File: config.mk
export PLATFORM = sky130hd
export DESIGN_NAME = mix_freq_seq_flat
export DESIGN_NICKNAME = d
export VERILOG_FILES = /design/src/rtl/mix_freq_pkg.sv /design/src/rtl/mix_freq_seq_if.sv /design/src/rtl/mix_seq_serializer.sv /design/src/rtl/mix_freq_seq.sv /design/src/flat_wrapper.sv
export SDC_FILE = /design/constraint.sdc
export NUM_CORES = 2
export LEC_CHECK = 0
export BUFFER_PORTS_ARGS = -buffer_cell sky130_fd_sc_hd__buf_2
export CELL_PAD_IN_SITES_DETAIL_PLACEMENT = 0
export CELL_PAD_IN_SITES_GLOBAL_PLACEMENT = 1
export CORE_AREA = 2 2 252 254
export CTS_CLUSTER_DIAMETER = 40
export DETAILED_ROUTE_END_ITERATION = 8
export DIE_AREA = 0 0 254 256
export PLACE_DENSITY_LB_ADDON = 0.1
export SYNTH_ARGS = -nofsm -noshare
export SYNTH_HDL_FRONTEND = slang
export SYNTH_HIERARCHICAL = 1
export SYNTH_SLANG_ARGS = --single-unit
File: constraint.sdc
create_clock -name clk1 -period 41.8 [get_ports clk1]
set_input_delay 10.45 -clock clk1 [delete_from_list [all_inputs] [get_ports clk1]]
set_output_delay 10.45 -clock clk1 [all_outputs]
set_load 0.03 [all_outputs]
File: src/rtl/mix_freq_pkg.sv
// Shared types and constants for the mixer measurement sequencer.
// Status word layout: {cycle[15:0], sin_phase, sin_addr[14:0]}.
package mix_freq_pkg;

  typedef enum logic [2:0] {
    StIdle,
    StSync,
    StSettle,
    StArm,
    StDrain
  } seq_state_e;

  localparam int unsigned CHANNEL_DEF     = 8;
  localparam int unsigned WORDS_PER_FRAME = 2 * CHANNEL_DEF;

  localparam int unsigned ADDR_LSB  = 0;
  localparam int unsigned ADDR_W    = 15;
  localparam int unsigned PHASE_BIT = 15;
  localparam int unsigned CYCLE_LSB = 16;

  // Accumulator-clear boundary: first table address, positive half, matching cycle count.
  function automatic logic is_boundary(input logic [31:0] status, input logic [15:0] cycle_num);
    return (status[ADDR_LSB +: ADDR_W] == 15'd1) && !status[PHASE_BIT] &&
           (status[CYCLE_LSB +: 16] == cycle_num);
  endfunction

endpackage

File: src/rtl/mix_freq_seq_if.sv
// Result word stream from the sequencer to the result DMA.
interface mix_freq_seq_if;

  logic        res_valid;
  logic        res_ready;
  logic [31:0] res_data;
  logic        res_sop;
  logic        res_eop;

  modport master (output res_valid, output res_data, output res_sop, output res_eop,
                  input res_ready);
  modport slave  (input res_valid, input res_data, input res_sop, input res_eop,
                  output res_ready);

endinterface

File: src/rtl/mix_seq_serializer.sv
// Snapshot bank for all channels' I/Q accumulators, streamed out as I0,Q0,I1,Q1,...
// with a valid/ready handshake. Requires CHANNEL >= 2.
module mix_seq_serializer
  import mix_freq_pkg::*;
#(
  parameter int unsigned CHANNEL = CHANNEL_DEF
) (
  input  logic                   clk1,
  input  logic                   rst,
  input  logic                   load,
  input  logic [32*CHANNEL-1:0]  i_acc,
  input  logic [32*CHANNEL-1:0]  q_acc,
  input  logic                   ready,
  output logic                   valid,
  output logic [31:0]            data,
  output logic                   sop,
  output logic                   eop,
  output logic                   busy,
  output logic                   last
);

  localparam int unsigned CW = (CHANNEL > 1) ? $clog2(CHANNEL) : 1;

  logic [31:0]   snap_i_q [CHANNEL];
  logic [31:0]   snap_q_q [CHANNEL];
  logic [CW-1:0] ch_q;
  logic          iq_q;
  logic          valid_q;
  logic          at_last;

  assign at_last = (ch_q == CW'(CHANNEL - 1)) && iq_q;

  always_ff @(posedge clk1 or posedge rst) begin
    if (rst) begin
      for (int c = 0; c < int'(CHANNEL); c++) begin
        snap_i_q[c] <= '0;
        snap_q_q[c] <= '0;
      end
      ch_q    <= '0;
      iq_q    <= 1'b0;
      valid_q <= 1'b0;
    end else if (load) begin
      for (int c = 0; c < int'(CHANNEL); c++) begin
        snap_i_q[c] <= i_acc[32*c +: 32];
        snap_q_q[c] <= q_acc[32*c +: 32];
      end
      ch_q    <= '0;
      iq_q    <= 1'b0;
      valid_q <= 1'b1;
    end else if (valid_q && ready) begin
      if (at_last) begin
        valid_q <= 1'b0;
      end else begin
        iq_q <= ~iq_q;
        if (iq_q) ch_q <= ch_q + 1'b1;
      end
    end
  end

  always_comb begin
    data = '0;
    if (valid_q) data = iq_q ? snap_q_q[ch_q] : snap_i_q[ch_q];
  end

  assign valid = valid_q;
  assign busy  = valid_q;
  assign sop   = valid_q && (ch_q == '0) && !iq_q;
  assign eop   = valid_q && at_last;
  assign last  = valid_q && at_last;

endmodule

File: src/rtl/mix_freq_seq.sv
// Measurement sequencer: resyncs the mixer, skips settle frames, then snapshots and streams
// every channel's I/Q accumulators at each accumulator-clear boundary.
module mix_freq_seq
  import mix_freq_pkg::*;
#(
  parameter int unsigned CHANNEL = CHANNEL_DEF,
  parameter int unsigned FCW     = 16
) (
  input  logic                  clk1,
  input  logic                  rst,
  input  logic                  start,
  input  logic                  stop,
  input  logic [FCW-1:0]        frame_cnt,
  input  logic [3:0]            settle_frames,
  input  logic [15:0]           cycle_num,
  input  logic [31:0]           status,
  input  logic [32*CHANNEL-1:0] ipcm_acc_out,
  input  logic [32*CHANNEL-1:0] qpcm_acc_out,
  output logic                  resync,
  mix_freq_seq_if.master        res,
  output logic                  busy,
  output logic                  done,
  output logic                  overrun,
  output logic [FCW-1:0]        frame_idx
);

  seq_state_e     state_q, state_d;
  logic           bnd_q, bnd_d;
  logic           sync_cnt_q, sync_cnt_d;
  logic [3:0]     settle_cnt_q, settle_cnt_d;
  logic [FCW-1:0] frame_idx_q, frame_idx_d;
  logic           overrun_q, overrun_d;
  logic           done_q, done_d;
  logic           stop_pend_q, stop_pend_d;

  logic           bnd, bnd_edge, load, eop_acc, ser_busy, ser_last;
  logic [FCW-1:0] frame_idx_inc;

  assign bnd           = is_boundary(status, cycle_num);
  assign bnd_edge      = bnd && !bnd_q;
  assign eop_acc       = res.res_valid && res.res_ready && ser_last;
  assign frame_idx_inc = frame_idx_q + 1'b1;

  always_ff @(posedge clk1 or posedge rst) begin
    if (rst) begin
      state_q      <= StIdle;
      bnd_q        <= 1'b0;
      sync_cnt_q   <= 1'b0;
      settle_cnt_q <= '0;
      frame_idx_q  <= '0;
      overrun_q    <= 1'b0;
      done_q       <= 1'b0;
      stop_pend_q  <= 1'b0;
    end else begin
      state_q      <= state_d;
      bnd_q        <= bnd_d;
      sync_cnt_q   <= sync_cnt_d;
      settle_cnt_q <= settle_cnt_d;
      frame_idx_q  <= frame_idx_d;
      overrun_q    <= overrun_d;
      done_q       <= done_d;
      stop_pend_q  <= stop_pend_d;
    end
  end

  always_comb begin
    state_d      = state_q;
    sync_cnt_d   = sync_cnt_q;
    settle_cnt_d = settle_cnt_q;
    frame_idx_d  = frame_idx_q;
    overrun_d    = overrun_q;
    stop_pend_d  = stop_pend_q;
    done_d       = 1'b0;
    load         = 1'b0;
    // Edge history is forgotten before settling so a boundary already high counts once.
    bnd_d        = (state_q == StIdle || state_q == StSync) ? 1'b0 : bnd;

    unique case (state_q)
      StIdle: begin
        if (start && !stop) begin
          state_d      = StSync;
          sync_cnt_d   = 1'b0;
          settle_cnt_d = '0;
          frame_idx_d  = '0;
          overrun_d    = 1'b0;
          stop_pend_d  = 1'b0;
        end
      end
      StSync: begin
        if (stop) begin
          state_d = StIdle;
          done_d  = 1'b1;
        end else if (sync_cnt_q) begin
          state_d = (settle_frames == 4'd0) ? StArm : StSettle;
        end else begin
          sync_cnt_d = 1'b1;
        end
      end
      StSettle: begin
        if (stop) begin
          state_d = StIdle;
          done_d  = 1'b1;
        end else if (bnd_edge) begin
          settle_cnt_d = settle_cnt_q + 4'd1;
          if (settle_cnt_d == settle_frames) state_d = StArm;
        end
      end
      StArm: begin
        if (stop) begin
          state_d = StIdle;
          done_d  = 1'b1;
        end else if (bnd_edge) begin
          load    = 1'b1;
          state_d = StDrain;
        end
      end
      StDrain: begin
        if (stop) stop_pend_d = 1'b1;
        // A boundary while draining drops that frame; the snapshot is left untouched.
        if (bnd_edge) overrun_d = 1'b1;
        if (eop_acc) begin
          frame_idx_d = frame_idx_inc;
          if (stop_pend_q || stop || (frame_cnt != '0 && frame_idx_inc == frame_cnt)) begin
            state_d = StIdle;
            done_d  = 1'b1;
          end else begin
            state_d = StArm;
          end
        end
      end
      default: state_d = StIdle;
    endcase
  end

  mix_seq_serializer #(
    .CHANNEL (CHANNEL)
  ) u_ser (
    .clk1  (clk1),
    .rst   (rst),
    .load  (load),
    .i_acc (ipcm_acc_out),
    .q_acc (qpcm_acc_out),
    .ready (res.res_ready),
    .valid (res.res_valid),
    .data  (res.res_data),
    .sop   (res.res_sop),
    .eop   (res.res_eop),
    .busy  (ser_busy),
    .last  (ser_last)
  );

  assign resync    = (state_q == StSync);
  assign busy      = (state_q != StIdle);
  assign done      = done_q;
  assign overrun   = overrun_q;
  assign frame_idx = frame_idx_q;

endmodule

File: src/flat_wrapper.sv
// flat-port wrapper written by rule: the top's interface ports become plain ports
module mix_freq_seq_flat import mix_freq_pkg::*;
#(
  parameter int unsigned CHANNEL = CHANNEL_DEF,
  parameter int unsigned FCW     = 16
)
  (clk1, rst, start, stop, frame_cnt, settle_frames, cycle_num, status, ipcm_acc_out, qpcm_acc_out, resync, busy, done, overrun, frame_idx, res_res_valid, res_res_data, res_res_sop, res_res_eop, res_res_ready);
  mix_freq_seq_if res_i ();
  input  logic clk1;
  input  logic rst;
  input  logic start;
  input  logic stop;
  input  logic [FCW-1:0] frame_cnt;
  input  logic [3:0] settle_frames;
  input  logic [15:0] cycle_num;
  input  logic [31:0] status;
  input  logic [32*CHANNEL-1:0] ipcm_acc_out;
  input  logic [32*CHANNEL-1:0] qpcm_acc_out;
  output logic resync;
  output logic busy;
  output logic done;
  output logic overrun;
  output logic [FCW-1:0] frame_idx;
  output wire logic [$bits(res_i.res_valid)-1:0] res_res_valid;
  output wire logic [$bits(res_i.res_data)-1:0] res_res_data;
  output wire logic [$bits(res_i.res_sop)-1:0] res_res_sop;
  output wire logic [$bits(res_i.res_eop)-1:0] res_res_eop;
  input wire logic [$bits(res_i.res_ready)-1:0] res_res_ready;
  assign res_res_valid = res_i.res_valid;
  assign res_res_data = res_i.res_data;
  assign res_res_sop = res_i.res_sop;
  assign res_res_eop = res_i.res_eop;
  assign res_i.res_ready = res_res_ready;
  mix_freq_seq #(.CHANNEL(CHANNEL), .FCW(FCW)) u_core (.clk1(clk1), .rst(rst), .start(start), .stop(stop), .frame_cnt(frame_cnt), .settle_frames(settle_frames), .cycle_num(cycle_num), .status(status), .ipcm_acc_out(ipcm_acc_out), .qpcm_acc_out(qpcm_acc_out), .resync(resync), .res(res_i), .busy(busy), .done(done), .overrun(overrun), .frame_idx(frame_idx));
endmodule
[Word level (Yosys, flattened, before mapping)]
Index checks and enable logic that the tools add are counted.
Word-level totals
  word-level logic and storage cells: 145
  output and inout bits: 55
  input port bits: 585
  register bits after elaboration: 545
Operators by class
  $add $sub $neg: 3
  bitwise logic cells: 2
  order comparisons: 1
  muxes and demuxes: 52
  equality and inequality tests: 21
  reduce and logical (&&, ||, !) cells: 39
Operator list (number)
  binary-select mux 32 bit (select 3 bit): 2
  2-to-1 mux 32 bit: 6
  2-to-1 mux 3 bit: 13
  == test 16 bit: 2
  2-to-1 mux 16 bit: 2
  one-hot mux 16 bit (2 select lines): 1
  2-to-1 mux 1 bit: 18
  adder 16 x 1 -> 16 bit, second input constant: 1
  nonzero test 16 bit: 1
  == test 15 x 1 -> 1 bit, second input constant: 1
  one-hot mux 3 bit (5 select lines): 1
  AND reduction 3 bit: 5
  2-to-1 mux 4 bit: 3
  inequality test 3 x 2 -> 1 bit, second input constant: 4
  nonzero test 2 bit: 6
  logical AND 1 bit: 11
  inequality test 2 x 1 -> 1 bit, second input constant: 4
  inequality test 2 bit, second input constant: 4
  one-hot mux 1 bit (2 select lines): 4
  one-hot mux 4 bit (2 select lines): 1
  == test 3 x 2 -> 1 bit, second input constant: 2
  == test 3 bit, second input constant: 2
  zero test 3 bit: 2
  AND reduction 6 bit: 1
  other kinds (15): 21

[Depth between registers and ports, before layout]
  word-level depth: 9
  mapped depth: 10
  gate-level depth less buffers: 8

[Modules after synthesis]
The synthesis kept the hierarchy.
By module, submodules not included
  mix_seq_serializer: sequential area each 12937.4 µm², cells an instance 1527, times used 1, area each 23445.0 µm²
  mix_freq_seq: sequential area each 700.7 µm², cells an instance 278, times used 1, area each 2285.9 µm²

[Least setup slack after synthesis]
No wires, ideal clock.
  kind: in2reg
  start: in status[1]
  end: reg u_core/u_ser/snap_i_q[0] (netlist name)
  cell stages on the path: 10
  data required time: 41.675 ns
  arrival time: 12.410 ns
  path buffers: 4
  path slack: 29.265 ns
  library setup time: 0.125 ns
  cell sequence: nor4b_1 > nand4_1 > nor2_1 > nand3b_1 > nor3_1 > clkbuf_1 > buf_2 > clkbuf_1 > buf_2 > mux2_2
On the way
  word-level cells in the longest chain between the ends: 7
RTL lines
  start, declared: line flat_wrapper.sv:16  | input logic [31:0] status;
  == test 15 x 1 -> 1 bit: line mix_freq_pkg.sv:23  | return (status[ADDR_LSB +: ADDR_W] == 15'd1) && !status[PHASE_BIT] &&
  logical AND 1 bit (2 in series): line mix_freq_pkg.sv:23
  logical AND 1 bit: line mix_freq_seq.sv:40  | assign bnd_edge = bnd && !bnd_q;
  2-to-1 mux 1 bit: line mix_freq_seq.sv:112  | end else if (bnd_edge) begin
  2-to-1 mux 1 bit: line mix_freq_seq.sv:109  | if (stop) begin
  2-to-1 mux 1 bit: line mix_freq_seq.sv:78  | unique case (state_q)
  via u_core.load: line mix_freq_seq.sv:36  | logic bnd, bnd_edge, load, eop_acc, ser_busy, ser_last;
  end signal, assigned by index: line mix_seq_serializer.sv:44  | snap_i_q[c] <= i_acc[32*c +: 32];
  end, declared: line mix_seq_serializer.sv:24  | logic [31:0] snap_i_q [CHANNEL];
The timed path passes the listed nets, and every way through them passes these cells.
A chain may end at the register's enable or synchronous reset.

[Final worst setup path]
  start: reg u_core.u_ser.ch_q[1]
  end: out res_res_data[24]
On the way
  word-level cells in the longest chain between the ends: 6
  elaborated cells between the ends (all ways): 9
  those cells by class: mux: 8; bitwise: 1
RTL lines
  start, declared: line mix_seq_serializer.sv:26  | logic [CW-1:0] ch_q;
  start signal, assigned: line mix_seq_serializer.sv:55  | if (iq_q) ch_q <= ch_q + 1'b1;
  inverter 3 -> 4 bit (implied by the code) *: line mix_seq_serializer.sv:62  | if (valid_q) data = iq_q ? snap_q_q[ch_q] : snap_i_q[ch_q];
  binary-select mux 32 bit (select 3 bit): line mix_seq_serializer.sv:62
  2-to-1 mux 32 bit (implied by the code) (2 in series): line mix_seq_serializer.sv:62
  2-to-1 mux 32 bit * (2 in series): line mix_seq_serializer.sv:62
  end, declared: line flat_wrapper.sv:25  | output wire logic [$bits(res_i.res_data)-1:0] res_res_data;
Mark *: on every way between the ends. The rest lies on a longest branch, timed or not. The select of a mux whose other input is x is not followed.

==> results.yml <==
outcome:
  run_status: "complete, no violations"
synth:
  ys_types: 61
  synth_enable_flop_cells: 0
  yosys_warning_total: 6
  synth_nets: 2395
  post_synth.cell_area_avg_um2: 14.3
  mapped_cell_area_mm2: 0.0257
  synthCells: 1805
  yosys-top-cells-area: "sky130_fd_sc_hd__dfrtp_1 (53%), sky130_fd_sc_hd__mux2_2 (22%), sky130_fd_sc_hd__mux4_2 (6.4%)"
  synth.ff_latch_count: 545
  synth.top_cell.area_share: 0.530
  postSynth.topFlopCell: "sky130_fd_sc_hd__dfrtp_1"
  fraction_of_registers_with_async_set_reset: 1.00
  synth_area_leader_cell: "sky130_fd_sc_hd__dfrtp_1"
  synth_seq_area_share: 0.530
sta:
  timing_max_transition_violations_final: 0
  tightestPinTransition_ps: 1460
  slew-limit-headroom: 0.0239
  rsz_0062_raised_after_global_routing: "no"
  timing.setup.tns_ps: 0
  setup_ws_ps: 27340
  final_min_period_over_clock_period: 0.346
  final_hold_fails: 0
  minimum_period_implied_by_the_final_worst_setup_slack_ps: 14460
  finClkSkew_ps: 23.2
  achievable-frequency_mhz: 69.2
  setup_viol: 0
  timing.hold.ws_ps: 499
clock_tree:
  cts.sinks: 545
  cts.reportedPaths.clkPinSlew_ps: 50
  library_cell_used_as_clock_root_buffer: "sky130_fd_sc_hd__clkbuf_16"
  cts_max_level: 3
  cts_tree: "built"
  cts_setup_buffers: 0
  clk-insertion-delay-late_ps: 650
  post_cts_resized: 0
  postCtsHoldBufs: 0
  cts_made_buffers: 101
  cts-root-to-sink-buffers: 3
detailed_routing:
  detail_route.wirelength_um: 86700
  routed-via-count: 18300
  first_iter_violations: 1245
  drc_errors: 0
  vias_per_std_cell: 5.35
  antenna_violating_nets_post_route: 0
  final_routed_wire_length_divided_by_cell_count_um: 25.3
  detailedRoute.firstPassIterationCount: 8
floorplanning:
  core_area_mm2: 0.0624
  fp.dieArea_mm2: 0.0650
  num_rows: 92
  start_util: 0.412
  chipHeight_um: 256
  top_level_ports: 640
  fp.dieW_um: 254
place:
  detailedPlacementHpwl_um: 63300
  place.gp.congestion: 0.877
  pre_cts_slack_ps: 27030
  placement.io_buffers: 639
worst_hold_path:
  hold_path_class: "flop to flop"
power_and_ir_drop:
  irDropWorstVdd_mv: 0.0455
  p_leak_uw: 0.0172
  power_density_mw_per_mm2: 43.6
critical_path:
  timing.critical_path.arrival_ps: 4010
  r2r_slack_ps: 37460
  path_class: "flop to output pin"
  crit_family: "buffers and inverters"
  endpoint: "res_res_data[24]"
  critPathCaptureType: "output pin"
  worstPathMaxFanout: 42
  timing.critical_path.cells: "buf_4 -> and2_2 -> buf_4 -> a22oi_1 -> a22oi_1 -> o211ai_1 -> buf_2"
  cpMaxStageDelayCell: "sky130_fd_sc_hd__buf_4"
  rr_worst_depth: 6
  timing.critical_path.buf_inv: 3
  critPathRequiredTime_ps: 31350
  critPathLaunchType: "flop"
  maximum_cell_stage_delay_along_the_critical_path_ps: 720
  cp-startpoint: "u_core/u_ser/ch_q[1]"
  worstSetupPathDepth: 7
  worstReg2RegEnd: "u_core/u_ser/snap_i_q[176]"
  worstReg2RegStart: "u_core/state_q[2]"
global_route:
  grt_overflow: 0
  grt_max_degree: 194
  grt_pass1_vias: 19600
  antenna_found_initial: 100
  grt_use_total: 0.264
  grt_pass1_wl_um: 126000
cells_and_area:
  post_route_cells_drive_above_1_share: 0.573
  nets: 3024
  nFillCells: 5430
  layout.area.seq_mm2: 0.0136
  multi_input_area_mm2: 0.0113
  area_delta_synth_final_pct: 28.9
flow_run:
  maxCapViolations: 0
-- worst reg2reg max path: cells and delay by family, from the launching register on --
family	cells	cell delay (ps)
and+or+nand+nor	2	580
DFF	1	460
muxes	1	450
buffers and inverters	3	2740
-- cell families after synthesis --
logic type,share of synthesized area
flip-flops,0.530
adder cells (fa/ha/maj),0.00243
AND/OR/NAND/NOR,0.0366
AO/OA/AOI/OAI,0.0482
XOR/XNOR,0.0153
buffers and inverters,0.0308
multiplexers,0.337
-- state kept, by name, summed over array words and instances, names as in the netlist --
register	count
u_core/u_ser/snap_q_q	256
u_core/u_ser/snap_i_q	256
u_core/settle_cnt_q	4
u_core/overrun	1
u_core/bnd_q	1
u_core/sync_cnt_q	1
u_core/u_ser/iq_q	1
u_core/u_ser/ch_q	3
u_core/done	1
u_core/frame_idx	16
u_core/state_q	3
u_core/stop_pend_q	1
u_core/u_ser/busy	1
-- worst min path at each step --
stage | slack (ps) | startpoint | endpoint | depth (start not counted)
4_1_cts | 500 | u_core/u_ser/snap_q_q[61] | u_core/u_ser/snap_q_q[61] | 1
5_1_grt | 510 | u_core/u_ser/snap_i_q[189] | u_core/u_ser/snap_i_q[189] | 1
2_1_floorplan | 470 | u_core/sync_cnt_q | u_core/sync_cnt_q | 2
6_report | 500 | u_core/u_ser/snap_q_q[61] | u_core/u_ser/snap_q_q[61] | 1
3_3_place_gp | 480 | u_core/u_ser/snap_q_q[216] | u_core/u_ser/snap_q_q[216] | 1
3_5_place_dp | 490 | u_core/u_ser/snap_q_q[216] | u_core/u_ser/snap_q_q[216] | 1
-- layout make-up --
type,count,area share
antenna,58,0.00438
clock buffer,124,0.0843
clock inverter,66,0.0236
inverter,8,0.00113
multi-input combinational,1121,0.342
sequential,545,0.411
tap,846,0.0319
timing repair buffer,657,0.102
-- cell usage in the layout (no fill, tap or decap), drive strengths merged, types with 6 or more instances in the layout --
cell type,n
dfrtp,545
a22oi,70
mux2i,125
o211ai,20
bufinv,12
o21ai,39
nor2,31
xor2,11
and2,6
a21oi,18
mux4,73
nor3,6
diode,58
nor2b,7
nand4,11
clkinv,29
clkbuf,124
nor4,10
xnor2,34
nand2,29
inv,17
clkinvlp,16
mux2,512
nand3,51
buf,657
and3,7
-- report_power, final --
group          internal (uW)  switching (uW)  leakage [uW]  total [uW]
clock network            553             290       0.00172         844
registers                531            4.01       0.00760         535
logic                   29.9            37.6       0.00785        67.5
-- routing by layer --
layer  vias up  share of wire  track usage  wire [um]
li1       8110              -            -          -
met1      9334           0.41        0.327      35200
met3       214          0.084        0.102       7320
met2       592           0.47        0.401      40800
met5         -         0.0048            0        414
met4        66          0.035        0.133       3080
-- per-stage QoR --
step / instances / instance area [um^2] / util / power [uW]
2_1_floorplan: 1805 / 25700 / - / 572
3_3_place_gp: 3177 / 29400 / 0.472 / 611
3_5_place_dp: 3177 / 29400 / 0.472 / 612
4_1_cts: 3367 / 33000 / 0.529 / 1460
5_1_grt: 3413 / 33100 / 0.531 / 1500
6_report: 3425 / 33200 / 0.532 / 1450
-- cells in the mapped netlist (11+ instances only) --
cell type,count
sky130_fd_sc_hd__dfrtp_1,545
sky130_fd_sc_hd__mux2_2,512
sky130_fd_sc_hd__mux2i_1,125
sky130_fd_sc_hd__mux4_2,73
sky130_fd_sc_hd__a22oi_1,70
sky130_fd_sc_hd__buf_2,65
sky130_fd_sc_hd__nand3_1,51
sky130_fd_sc_hd__xnor2_1,34
sky130_fd_sc_hd__clkbuf_1,32
sky130_fd_sc_hd__nor2_1,31
sky130_fd_sc_hd__o21ai_0,31
sky130_fd_sc_hd__nand2_1,29
sky130_fd_sc_hd__o211ai_1,20
sky130_fd_sc_hd__a21oi_1,18
sky130_fd_sc_hd__buf_4,16
sky130_fd_sc_hd__xor2_1,11
(Power assumes the default switching activity.)
